**src/rtl/demux16_tdm_if.sv**
```systemverilog
// ---------------------------------------------------------------------------
// demux16_tdm_if
//   Bundles the serial receive link and the parallel frame outputs of
//   demux16_tdm.
//
//   Signals
//     din, din_valid, sof : serial side, driven by the upstream link (master)
//     out [0:15]          : last completed frame, out[k] = channel k
//     ch  [3:0]           : channel the next accepted bit will be written to
//     busy                : a frame is being collected
//     frame_valid         : one-cycle pulse, out has just been updated
//     frame_err           : one-cycle pulse, protocol error detected
//
//   Modports
//     master : link/consumer side (drives serial inputs, observes outputs)
//     slave  : demultiplexer side
// ---------------------------------------------------------------------------
interface demux16_tdm_if;
  logic        din;
  logic        din_valid;
  logic        sof;
  logic [0:15] out;
  logic [3:0]  ch;
  logic        busy;
  logic        frame_valid;
  logic        frame_err;

  modport master (
    output din, din_valid, sof,
    input  out, ch, busy, frame_valid, frame_err
  );

  modport slave (
    input  din, din_valid, sof,
    output out, ch, busy, frame_valid, frame_err
  );
endinterface

```
**src/rtl/demux16_tdm.sv**
```systemverilog
// ---------------------------------------------------------------------------
// demux16_tdm
//   Serial-to-parallel time-division demultiplexer, the receive-side
//   counterpart of a 16:1 mux. Each accepted bit (din_valid=1) is steered into
//   the channel selected by an internal 4-bit counter; sof marks channel 0.
//   Once all 16 channels have arrived the collected shadow is published on
//   out together with a one-cycle frame_valid pulse. Partial frames never
//   reach out.
//
//   Ports
//     clk   : rising-edge clock
//     rst_n : asynchronous active-low reset
//     bus   : demux16_tdm_if.slave (din, din_valid, sof in;
//             out, ch, busy, frame_valid, frame_err out)
//
//   Parameters
//     CLR_ON_SOF : 1 = shadow clears to 0 when a frame starts,
//                  0 = shadow keeps its previous contents
//
//   Build option
//     DEMUX16_PARITY_EN : when defined, each frame is followed by an
//       even-parity bit over the 16 data bits. A match publishes the frame,
//       a mismatch pulses frame_err and leaves out unchanged.
// ---------------------------------------------------------------------------
module demux16_tdm #(
  parameter bit CLR_ON_SOF = 1'b1
) (
  input  logic         clk,
  input  logic         rst_n,
  demux16_tdm_if.slave bus
);

`ifdef DEMUX16_PARITY_EN
  typedef enum logic [1:0] {IDLE, COLLECT, PARITY} state_e;
`else
  typedef enum logic [1:0] {IDLE, COLLECT} state_e;
`endif

  state_e      state_q, state_d;
  logic [0:15] shadow_q, shadow_d;
  logic [0:15] out_q, out_d;
  logic [3:0]  ch_q, ch_d;
  logic        busy_q, busy_d;
  logic        frame_valid_q, frame_valid_d;
  logic        frame_err_q, frame_err_d;

  // Loads the current bit as channel 0 of a fresh frame (used from IDLE and
  // for an early-sof restart).
  function automatic logic [0:15] start_shadow(input logic [0:15] prev,
                                               input logic        bit_in);
    logic [0:15] s;
    s    = CLR_ON_SOF ? '0 : prev;
    s[0] = bit_in;
    return s;
  endfunction

  always_comb begin
    // NOTE: every variable gets a default before any branch so this block
    // stays purely combinational and never infers a latch.
    state_d       = state_q;
    shadow_d      = shadow_q;
    out_d         = out_q;
    ch_d          = ch_q;
    busy_d        = busy_q;
    frame_valid_d = 1'b0;
    frame_err_d   = 1'b0;

    // din_valid=0 holds everything; gaps of any length are legal.
    if (bus.din_valid) begin
      unique case (state_q)
        IDLE: begin
          if (bus.sof) begin
            shadow_d = start_shadow(shadow_q, bus.din);
            ch_d     = 4'd1;
            busy_d   = 1'b1;
            state_d  = COLLECT;
          end else begin
            // Stray bit outside a frame: drop it and flag it.
            frame_err_d = 1'b1;
          end
        end

        COLLECT: begin
          if (bus.sof) begin
            // Early sof: abandon the partial frame, restart on this bit.
            frame_err_d = 1'b1;
            shadow_d    = start_shadow(shadow_q, bus.din);
            ch_d        = 4'd1;
          end else begin
            shadow_d[ch_q] = bus.din;
            ch_d           = ch_q + 4'd1;   // wraps 15 -> 0
            if (ch_q == 4'd15) begin
`ifdef DEMUX16_PARITY_EN
              state_d = PARITY;
`else
              out_d         = shadow_d;
              frame_valid_d = 1'b1;
              busy_d        = 1'b0;
              state_d       = IDLE;
`endif
            end
          end
        end

`ifdef DEMUX16_PARITY_EN
        PARITY: begin
          if (bus.sof) begin
            frame_err_d = 1'b1;
            shadow_d    = start_shadow(shadow_q, bus.din);
            ch_d        = 4'd1;
            state_d     = COLLECT;
          end else begin
            // Even parity: the parity bit equals the XOR of the data bits.
            if (bus.din == (^shadow_q)) begin
              out_d         = shadow_q;
              frame_valid_d = 1'b1;
            end else begin
              frame_err_d = 1'b1;
            end
            busy_d  = 1'b0;
            state_d = IDLE;
          end
        end
`endif

        default: begin
          state_d = IDLE;
          busy_d  = 1'b0;
          ch_d    = 4'd0;
        end
      endcase
    end
  end

  always_ff @(posedge clk or negedge rst_n) begin
    if (!rst_n) begin
      state_q       <= IDLE;
      // NOTE: the shadow is an ordinary 16-bit register, so it is reset like
      // the rest; with CLR_ON_SOF=0 its reset value is visible in new frames.
      shadow_q      <= '0;
      out_q         <= '0;
      ch_q          <= 4'd0;
      busy_q        <= 1'b0;
      frame_valid_q <= 1'b0;
      frame_err_q   <= 1'b0;
    end else begin
      // NOTE: non-blocking assignments so every flop samples the values
      // computed before this edge, independent of statement order.
      state_q       <= state_d;
      shadow_q      <= shadow_d;
      out_q         <= out_d;
      ch_q          <= ch_d;
      busy_q        <= busy_d;
      frame_valid_q <= frame_valid_d;
      frame_err_q   <= frame_err_d;
    end
  end

  assign bus.out         = out_q;
  assign bus.ch          = ch_q;
  assign bus.busy        = busy_q;
  assign bus.frame_valid = frame_valid_q;
  assign bus.frame_err   = frame_err_q;

endmodule

```
**src/flat_wrapper.sv**
```systemverilog
// flat-port wrapper written by rule: the top's interface ports become plain ports
module demux16_tdm_flat 
#(
  parameter bit CLR_ON_SOF = 1'b1
)
  (clk, rst_n, bus_din, bus_din_valid, bus_sof, bus_out, bus_ch, bus_busy, bus_frame_valid, bus_frame_err);
  demux16_tdm_if bus_i ();
  input  logic clk;
  input  logic rst_n;
  input wire logic [$bits(bus_i.din)-1:0] bus_din;
  input wire logic [$bits(bus_i.din_valid)-1:0] bus_din_valid;
  input wire logic [$bits(bus_i.sof)-1:0] bus_sof;
  output wire logic [$bits(bus_i.out)-1:0] bus_out;
  output wire logic [$bits(bus_i.ch)-1:0] bus_ch;
  output wire logic [$bits(bus_i.busy)-1:0] bus_busy;
  output wire logic [$bits(bus_i.frame_valid)-1:0] bus_frame_valid;
  output wire logic [$bits(bus_i.frame_err)-1:0] bus_frame_err;
  assign bus_i.din = bus_din;
  assign bus_i.din_valid = bus_din_valid;
  assign bus_i.sof = bus_sof;
  assign bus_out = bus_i.out;
  assign bus_ch = bus_i.ch;
  assign bus_busy = bus_i.busy;
  assign bus_frame_valid = bus_i.frame_valid;
  assign bus_frame_err = bus_i.frame_err;
  demux16_tdm #(.CLR_ON_SOF(CLR_ON_SOF)) u_core (.clk(clk), .rst_n(rst_n), .bus(bus_i));
endmodule
```
**config.mk**
```make
export PLATFORM = sky130hd
export DESIGN_NAME = demux16_tdm_flat
export DESIGN_NICKNAME = d
export VERILOG_FILES = /design/src/rtl/demux16_tdm_if.sv /design/src/rtl/demux16_tdm.sv /design/src/flat_wrapper.sv
export SDC_FILE = /design/constraint.sdc
export NUM_CORES = 1
export LEC_CHECK = 0
export ABC_AREA = 1
export CAP_MARGIN = 0
export CORE_AREA = 2 2 73 75
export DETAILED_ROUTE_END_ITERATION = 12
export DIE_AREA = 0 0 75 77
export GPL_ROUTABILITY_DRIVEN = 0
export GPL_TIMING_DRIVEN = 1
export PLACE_DENSITY = 0.59
export SYNTH_ARGS = -nofsm -noshare
export SYNTH_HDL_FRONTEND = slang
export SYNTH_SLANG_ARGS = --single-unit
```
**constraint.sdc**
```tcl
create_clock -name clk -period 4.27 [get_ports clk]
set_clock_uncertainty 0.15 [all_clocks]
set_input_delay 0.854 -clock clk [delete_from_list [all_inputs] [get_ports clk]]
set_output_delay 0.854 -clock clk [all_outputs]
set_load 0.005 [all_outputs]
```
==> impl_metrics.tcl, run 1 <==
set metrics [dict create \
    outcome "finished, final reports clean" \
    synthTopCellsByCount "143 x nand2_1, 39 x dfrtp_1, 21 x nand3_1, 12 x nand4_1, 11 x inv_1" \
    routed_wl_um 4340 \
    yosys_warnings 0 \
    yosys.area.top_type "dfrtp_1" \
    antenna_left 0 \
    numCtsBuffers 5 \
    worst_setup_path_end_kind "output port" \
    critical_path.startpoint_type "register" \
    final_util_pct 47.3 \
    holdCritStartpoint "u_core.bus.out[6]" \
    cts_sinks 39 \
    path_delay_family "flip-flops" \
    grt_overflow 0 \
    grt_use_total_pct 17.2 \
    rrSetupSlack_ns 2.20 \
    critPathBufInv 1 \
    switchingPower_uw 272 \
    holdBufCountCts 0 \
    post-place-ws_ns 1.41 \
    syn-mean-instance-area_sq_um 7.53 \
    grt_max_degree 40 \
    ios 28 \
    first_pass_iters 4 \
    power.share.clock_pct 28.0 \
    synth_edf_count 0 \
    p_leak_nw 1.25 \
    worstHoldPathType "register to register" \
    syn-num-nets 277 \
    slew_headroom_pct 39.7 \
    finalHoldViolCount 0 \
    antenna_cells 0 \
    insertion_delay_ns 0.29 \
    synth-seq-area-share_pct 48.9 \
    crit_chain "clkdlybuf4s50_1" \
    vdd_ir_drop_max_v 0.000230 \
    crit_path_top_delay_cell "dfrtp_1" \
    path_depth 1 \
    syn_inst 265 \
    htree_levels 2 \
    synth.most_common_cell "nand2_1" \
    period_needed_ns 2.73 \
    regToRegEndpoint "u_core.bus.out[3]" \
    drive_gt1_share_pct 3.86 \
    pwr_density_cell_nw_per_um2 352 \
    post-route-period-util_pct 64.0 \
    rsz0062_at_grt "no" \
    power.internal_uw 558 \
    synth_top_area_share_pct 48.9 \
    syn_to_final_growth_pct 17.9 \
    synthArstFlopShare_pct 100 \
    layout.nets 298 \
    ys_ff_latch 39 \
    max_slew.worst_pin.slew_ns 0.905 \
    hold_slack_ns 0.327 \
    setup_viol 0 \
    required_ns 3.27 \
    path_clk_slew_ns 0.07 \
    combPwrFrac_pct 20.7 \
    fp.coreArea_sq_um 4980 \
    dieArea_sq_um 5780 \
    cts_setup_buffers 0 \
    via_count 1685 \
    path_class "register to output port" \
    p_seq_share_pct 51.4 \
    max_freq_mhz 366 \
    syn-cell-area_sq_um 2000 \
    grt_pass1_vias 1533 \
    critPathMaxFanout 23 \
    dr.first_iter.drc_count 115 \
    cap_viol_max_count 0 \
    hpwl_um 2740 \
    slew_viol_final 0 \
    synth-main-ff-cell "dfrtp_1" \
    cts_buffer_depth 2 \
    critPathArrivalTime_ns 1.73 \
    post_cts_resized 0 \
    hold_end "u_core.bus.out[6]" \
    rr_worst_depth 4 \
    ys_types 19 \
    antenna_found_initial 0 \
    wl_per_cell_um 12.2 \
    die_h_um 77 \
    critical_path.max_stage_delay_ns 0.80 \
    initial_core_util_pct 40.1 \
    die-width_um 75 \
    r2r-start "u_core.bus.ch[2]" \
    synth_area_leaders "dfrtp_1 49%, nand2_1 27%, nand3_1 5.3%" \
    fin_ws_ns 1.54 \
    hold_path_depth 2 \
    swShare_pct 32.7 \
    root_buffer "clkbuf_8" \
    grt_pass1_wl_um 7490 \
    cts_tree "done" \
    drcViolationCount 0 \
    port_buffers 27 \
    fin_setup_tns_ns 0 \
    vias_per_cell 4.75 \
    rows 26 \
]
==> through the flow <==
stage | power (mW) | instances | instance area, sq um
floorplan | 0.540 | 265 | 2000
global placement | 0.604 | 349 | 2280
detailed placement | 0.604 | 349 | 2280
CTS | 0.837 | 355 | 2350
global route | 0.882 | 355 | 2350
finish | 0.829 | 355 | 2350
==> how the worst max path moves through the flow <==
stage / from / to / slack (ns)
after floorplan: bus_sof / u_core.shadow_q[14] / 2.33
after global placement: bus_sof / u_core.shadow_q[0] / 1.44
after detailed placement: bus_sof / u_core.bus.ch[0] / 1.41
after CTS: u_core.bus.ch[2] / bus_ch[2] / 1.53
after global routing: u_core.bus.ch[2] / bus_ch[2] / 1.43
final: u_core.bus.ch[2] / bus_ch[2] / 1.54
==> layout by cell type, fill, tap and decap left out, drive strengths merged <==
cell type,count
a21oi,2
buf,1
clkbuf,6
clkdlybuf4s50,26
dfrtp,39
ha,7
inv,12
nand2,145
nand3,21
nand4,12
nor2,9
nor3,1
o21a,1
o21ai,3
==> sequential cells by signal, indices dropped and copies added, names as in the netlist <==
register                count
u_core.bus.out             16
u_core.bus.busy             1
u_core.bus.frame_valid      1
u_core.bus.frame_err        1
u_core.shadow_q            16
u_core.bus.ch               4
==> kinds of logic after synthesis <==
group                      count (synthesis)  synth area share (%)
buffers and inverters                     25                  5.64
DFF                                       39                  48.9
adders and majority gates                  7                  4.39
AOI/OAI and AO/OA                          6                  1.63
and+or+nand+nor                          188                  39.4
==> area by class of cell <==
class | instances | area [sq um]
fill | 503 | 2620
inverter | 12 | 45.0
clock buffer | 6 | 72.6
multi-input combinational | 201 | 907
tap | 70 | 87.6
sequential | 39 | 976
timing repair buffer | 27 | 265
==> power by group through the flow <==
stage | Clock (mW) | Combinational, mW | Sequential, mW
finish | 0.232 | 0.171 | 0.426
global route | 0.255 | 0.196 | 0.431
CTS | 0.238 | 0.173 | 0.426
detailed placement | 0 | 0.172 | 0.432
global placement | 0 | 0.171 | 0.432
floorplan | 0 | 0.129 | 0.411
==> metal layers <==
| layer | wire length (um) | up-vias | global-route usage, % |
|---|---|---|---|
| met4 | 66 | 0 | 5.89 |
| met2 | 1950 | 40 | 25.0 |
| met1 | 2120 | 763 | 24.6 |
| met3 | 207 | 6 | 4.73 |
| met5 | 0 | - | 0 |
| li1 | - | 876 | - |
No activity file was read; power rests on OpenSTA's default activity.
==> run 2, diff against run 1 <==
==> constraint.sdc (replaced) <==
create_clock -name clk -period 2.7 [get_ports clk]
set_clock_uncertainty 0.15 [all_clocks]
set_input_delay 0.54 -clock clk [delete_from_list [all_inputs] [get_ports clk]]
set_output_delay 0.54 -clock clk [all_outputs]
set_load 0.005 [all_outputs]
==> impl_metrics.tcl, run 2 (synthesis results as in run 1) <==
set metrics [dict create \
    outcome "finished, final reports clean" \
    rsz0062_at_grt "no" \
    power.internal_uw 903 \
    antenna_found_initial 0 \
    finalHoldViolCount 0 \
    drive_gt1_share_pct 6.78 \
    max_slew.worst_pin.slew_ns 0.870 \
    via_count 1705 \
    swShare_pct 32.8 \
    fillers 503 \
    p_total_mw 1.34 \
    path_delay_family "buffers and inverters" \
    grt_pass1_wl_um 7740 \
    required_ns 2.01 \
    critPathBufInv 1 \
    numCtsBuffers 5 \
    critPathArrivalTime_ns 1.27 \
    post-route-period-util_pct 72.5 \
    worst_setup_path_end_kind "output port" \
    grt_use_total_pct 17.5 \
    layout_common_cells "143 x nand2_1, 39 x dfrtp_1, 26 x clkdlybuf4s50_1" \
    first_pass_iters 4 \
    rows 26 \
    cts_setup_buffers 0 \
    ios 28 \
    drcViolationCount 0 \
    multi_input_area_sq_um 907 \
    holdBufCountCts 0 \
    slew_viol_final 0 \
    routed_wl_um 4440 \
    root_buffer "clkbuf_8" \
    combPwrFrac_pct 23.4 \
    wl_per_cell_um 12.2 \
    post_cts_resized 0 \
    insertion_delay_ns 0.29 \
    p_seq_share_pct 48.0 \
    initial_core_util_pct 40.1 \
    critical_path.startpoint_type "register" \
    critical_path.max_stage_delay_ns 0.54 \
    crit_chain "clkdlybuf4s50_1" \
    cts_tree "done" \
    path_class "register to output port" \
    period_needed_ns 1.96 \
    cts_buffer_depth 2 \
    die-width_um 75 \
    port_buffers 27 \
    dieArea_sq_um 5780 \
    dr.first_iter.drc_count 101 \
    power.share.clock_pct 28.6 \
    hold_slack_ns 0.212 \
    layout.area.seq_sq_um 976 \
    syn_to_final_growth_pct 21.4 \
    pwr_density_cell_nw_per_um2 555 \
    layout.nets 306 \
    grt_overflow 0 \
    critPathMaxFanout 6 \
    htree_levels 2 \
    grt_max_degree 40 \
    antenna_left 0 \
    path_clk_slew_ns 0.08 \
    fp.coreArea_sq_um 4980 \
    die_h_um 77 \
    worstHoldPathType "input pin to asynchronous set/reset pin" \
    slew_headroom_pct 42.0 \
    vias_per_cell 4.67 \
    antenna_cells 0 \
    final_common_cell "nand2_1" \
    grt_pass1_vias 1580 \
    max_freq_mhz 511 \
    fin_setup_tns_ns 0 \
    cap_viol_max_count 0 \
    crit_path_top_delay_cell "clkdlybuf4s50_1" \
    switchingPower_uw 441 \
    cts_sinks 39 \
    p_leak_nw 1.30 \
    vdd_ir_drop_max_v 0.000320 \
    setup_viol 0 \
    hpwl_um 2950 \
]
==> run 2: cell type report <==
type / count / share of cell area, %
flip-flops and latches: 39 / 40.3
multi-input cells: 201 / 37.4
repair buffers: 35 / 13.4
well taps: 70 / 3.62
clock buffers: 7 / 3.15
inverters: 12 / 1.86
clock inverters: 1 / 0.207
==> run 2: power groups by stage <==
stage	clock [mW]	combinational [mW]	sequential, mW
2_1_floorplan	0	0.204	0.651
3_3_place_gp	0	0.308	0.657
3_5_place_dp	0	0.312	0.657
4_1_cts	0.394	0.314	0.645
5_1_grt	0.418	0.353	0.651
6_report	0.385	0.314	0.645
==> run 2: per-stage QoR <==
stage | cells | utilization, % | setup WS [ns] | area [sq um]
3_5_place_dp | 357 | 47.0 | 0.466 | 2340
5_1_grt | 365 | 48.7 | 0.640 | 2420
2_1_floorplan | 265 | - | 1.07 | 2000
4_1_cts | 365 | 48.7 | 0.722 | 2420
3_3_place_gp | 357 | 47.0 | 0.485 | 2340
6_report | 365 | 48.7 | 0.743 | 2420
==> run 2: worst paths after layout <==
kind	start	end	slack (ns)	cells past startpoint
worst max-delay path	u_core.bus.ch[1]	bus_ch[1]	0.74	1
worst min register to register	u_core.shadow_q[14]	u_core.shadow_q[14]	0.33	2
worst max register to register	u_core.bus.ch[2]	u_core.bus.out[4]	0.88	6
min in group clk	u_core.shadow_q[14]	u_core.shadow_q[14]	0.33	2
worst min-delay path	rst_n	u_core.bus.out[1]	0.21	1
max in group asynchronous	rst_n	u_core.shadow_q[14]	1.64	1
==> run 2: routing by layer <==
layer  track usage (%)  vias up  wire length (um)
met5                 0        -                 0
met4              5.18        0                57
met3              4.07        6               170
met2              25.7       31              1970
met1              25.5      777              2240
li1                  -      891                 -
==> run 3, diff against run 2 <==
--- a/config.mk
+++ b/config.mk
@@ -12,7 +12,7 @@
 export DIE_AREA = 0 0 75 77
 export GPL_ROUTABILITY_DRIVEN = 0
 export GPL_TIMING_DRIVEN = 1
-export PLACE_DENSITY = 0.59
+export PLACE_DENSITY = 0.61
 export SYNTH_ARGS = -nofsm -noshare
 export SYNTH_HDL_FRONTEND = slang
 export SYNTH_SLANG_ARGS = --single-unit
==> constraint.sdc (replaced) <==
create_clock -name clk -period 1.79 [get_ports clk]
set_clock_uncertainty 0.15 [all_clocks]
set_input_delay 0.358 -clock clk [delete_from_list [all_inputs] [get_ports clk]]
set_output_delay 0.358 -clock clk [all_outputs]
set_load 0.005 [all_outputs]
==> impl_metrics.tcl, run 3 (synthesis results as in run 1) <==
set metrics [dict create \
    outcome "finished, final reports clean" \
    switchingPower_uw 702 \
    period_needed_ns 1.72 \
    antenna_left 0 \
    critPathMaxFanout 4 \
    antenna_cells 0 \
    hpwl_um 3040 \
    root_buffer "clkbuf_8" \
    initial_core_util_pct 40.1 \
    syn_to_final_growth_pct 32.9 \
    slew_viol_final 0 \
    final_common_cell "nand2_1" \
    setup_viol 0 \
    grt_use_total_pct 17.8 \
    power.internal_mw 1.47 \
    p_leak_nw 1.42 \
    max_slew.worst_pin.slew_ns 0.513 \
    critPathArrivalTime_ns 1.21 \
    port_buffers 27 \
    multi_input_area_sq_um 935 \
    swShare_pct 32.4 \
    layout_common_cells "143 x nand2_1, 36 x dfrtp_1, 24 x clkdlybuf4s50_1" \
    dieArea_sq_um 5780 \
    first_pass_iters 4 \
    ios 28 \
    path_class "register to output port" \
    fp.coreArea_sq_um 4980 \
    vias_per_cell 4.66 \
    antenna_found_initial 0 \
    grt_pass1_vias 1681 \
    htree_levels 2 \
    r2r-start "u_core.bus.ch[1]" \
    critical_path.startpoint_type "register" \
    finalNonFillerCells 385 \
    required_ns 1.28 \
    drcViolationCount 0 \
    cts_sinks 39 \
    dr.first_iter.drc_count 117 \
    crit_path_top_delay_cell "clkdlybuf4s50_1" \
    grt_pass1_wl_um 7960 \
    path_clk_slew_ns 0.07 \
    critical_path.max_stage_delay_ns 0.52 \
    combPwrFrac_pct 28.7 \
    max_freq_mhz 581 \
    numCtsBuffers 5 \
    die-width_um 75 \
    drive_gt1_share_pct 14.9 \
    slew_headroom_pct 65.8 \
    vdd_ir_drop_max_v 0.000419 \
    layout.nets 326 \
    fin_ws_ns 0.0673 \
    post-place-ws_ns -0.227 \
    pwr_density_cell_nw_per_um2 818 \
    cap_viol_max_count 0 \
    layout.area.seq_sq_um 980 \
    rsz0062_at_grt "no" \
    worstHoldPathType "register to register" \
    power.share.clock_pct 26.5 \
    crit_chain "clkdlybuf4s50_1" \
    critPathBufInv 1 \
    path_delay_family "buffers and inverters" \
    fillers 479 \
    via_count 1793 \
    die_h_um 77 \
    hold_slack_ns 0.327 \
    grt_max_degree 40 \
    p_seq_share_pct 44.8 \
    insertion_delay_ns 0.29 \
    wl_per_cell_um 11.8 \
    finalHoldViolCount 0 \
    post-route-period-util_pct 96.2 \
    worst_setup_path_end_kind "output port" \
    cts_tree "done" \
    crit_path_start "u_core.bus.busy" \
    holdCritStartpoint "u_core.bus.out[8]" \
    cts_buffer_depth 2 \
    rows 26 \
    routed_wl_um 4540 \
    grt_overflow 0 \
    dpl.cell_count 368 \
]
-- run 3: cell types whose count changed in the layout (fill, tap and decap cells not counted), moves of 3 or more --
cell     previous run  this run
dfrtp_2             0         3
buf_12              0         3
dfrtp_1            39        36
buf_4               8        23
ha_1                7         4
-- run 3: worst paths after layout --
| kind | slack (ns) | end | depth (start not counted) |
|---|---|---|---|
| worst max-delay path | 0.07 | bus_busy | 1 |
| worst min-delay path | 0.33 | u_core.bus.out[8] | 2 |
| worst max register to register | 0.14 | u_core.shadow_q[4] | 9 |
| worst min register to register | 0.33 | u_core.bus.out[8] | 2 |
| max in group asynchronous | 0.60 | u_core.bus.ch[2] | 3 |
| min in group asynchronous | 0.50 | u_core.bus.out[1] | 3 |
-- run 3: layout make-up --
class                      instances  share of cell area, %
clock buffer                       5                   2.60
clock inverter                     3                  0.566
inverter                          12                   1.70
multi-input combinational        201                   35.3
sequential                        39                   37.0
tap                               70                   3.30
timing repair buffer              55                   19.6
-- run 3: what timing repair did --
action	4_1_cts	5_1_grt
pin swaps	1	0
resized for setup	4	7
endpoints found under the hold margin	39	0
setup buffers	3	5
cloned	0	0
endpoints found under the setup margin	20	17
hold buffers	1	0
-- run 3: metrics by stage --
| step | cell area [sq um] | util (%) | power [mW] | TNS (ns) |
|---|---|---|---|---|
| global route | 2650 | 53.3 | 2.32 | 0 |
| finish | 2650 | 53.3 | 2.17 | 0 |
| floorplan | 2000 | - | 1.29 | 0 |
| CTS | 2580 | 51.8 | 2.12 | 0 |
| detailed placement | 2450 | 49.2 | 1.51 | -6.25 |
| global placement | 2450 | 49.2 | 1.51 | -5.79 |
-- run 3: power groups by stage --
| stage | clock network, mW | registers, mW | logic (mW) |
|---|---|---|---|
| 5_1_grt | 0.643 | 0.979 | 0.696 |
| 3_5_place_dp | 0 | 0.994 | 0.517 |
| 2_1_floorplan | 0 | 0.981 | 0.307 |
| 4_1_cts | 0.600 | 0.977 | 0.540 |
| 3_3_place_gp | 0 | 0.995 | 0.512 |
| 6_report | 0.574 | 0.972 | 0.622 |
-- run 3: per-layer routing --
| metal | vias to the layer above | share of wire (%) | GRT usage [%] |
|---|---|---|---|
| met4 | 0 | 0.86 | 4.29 |
| met3 | 5 | 4.6 | 3.94 |
| met2 | 44 | 47 | 26.8 |
| li1 | 928 | - | - |
| met5 | - | 0 | 0 |
| met1 | 816 | 48 | 25.9 |
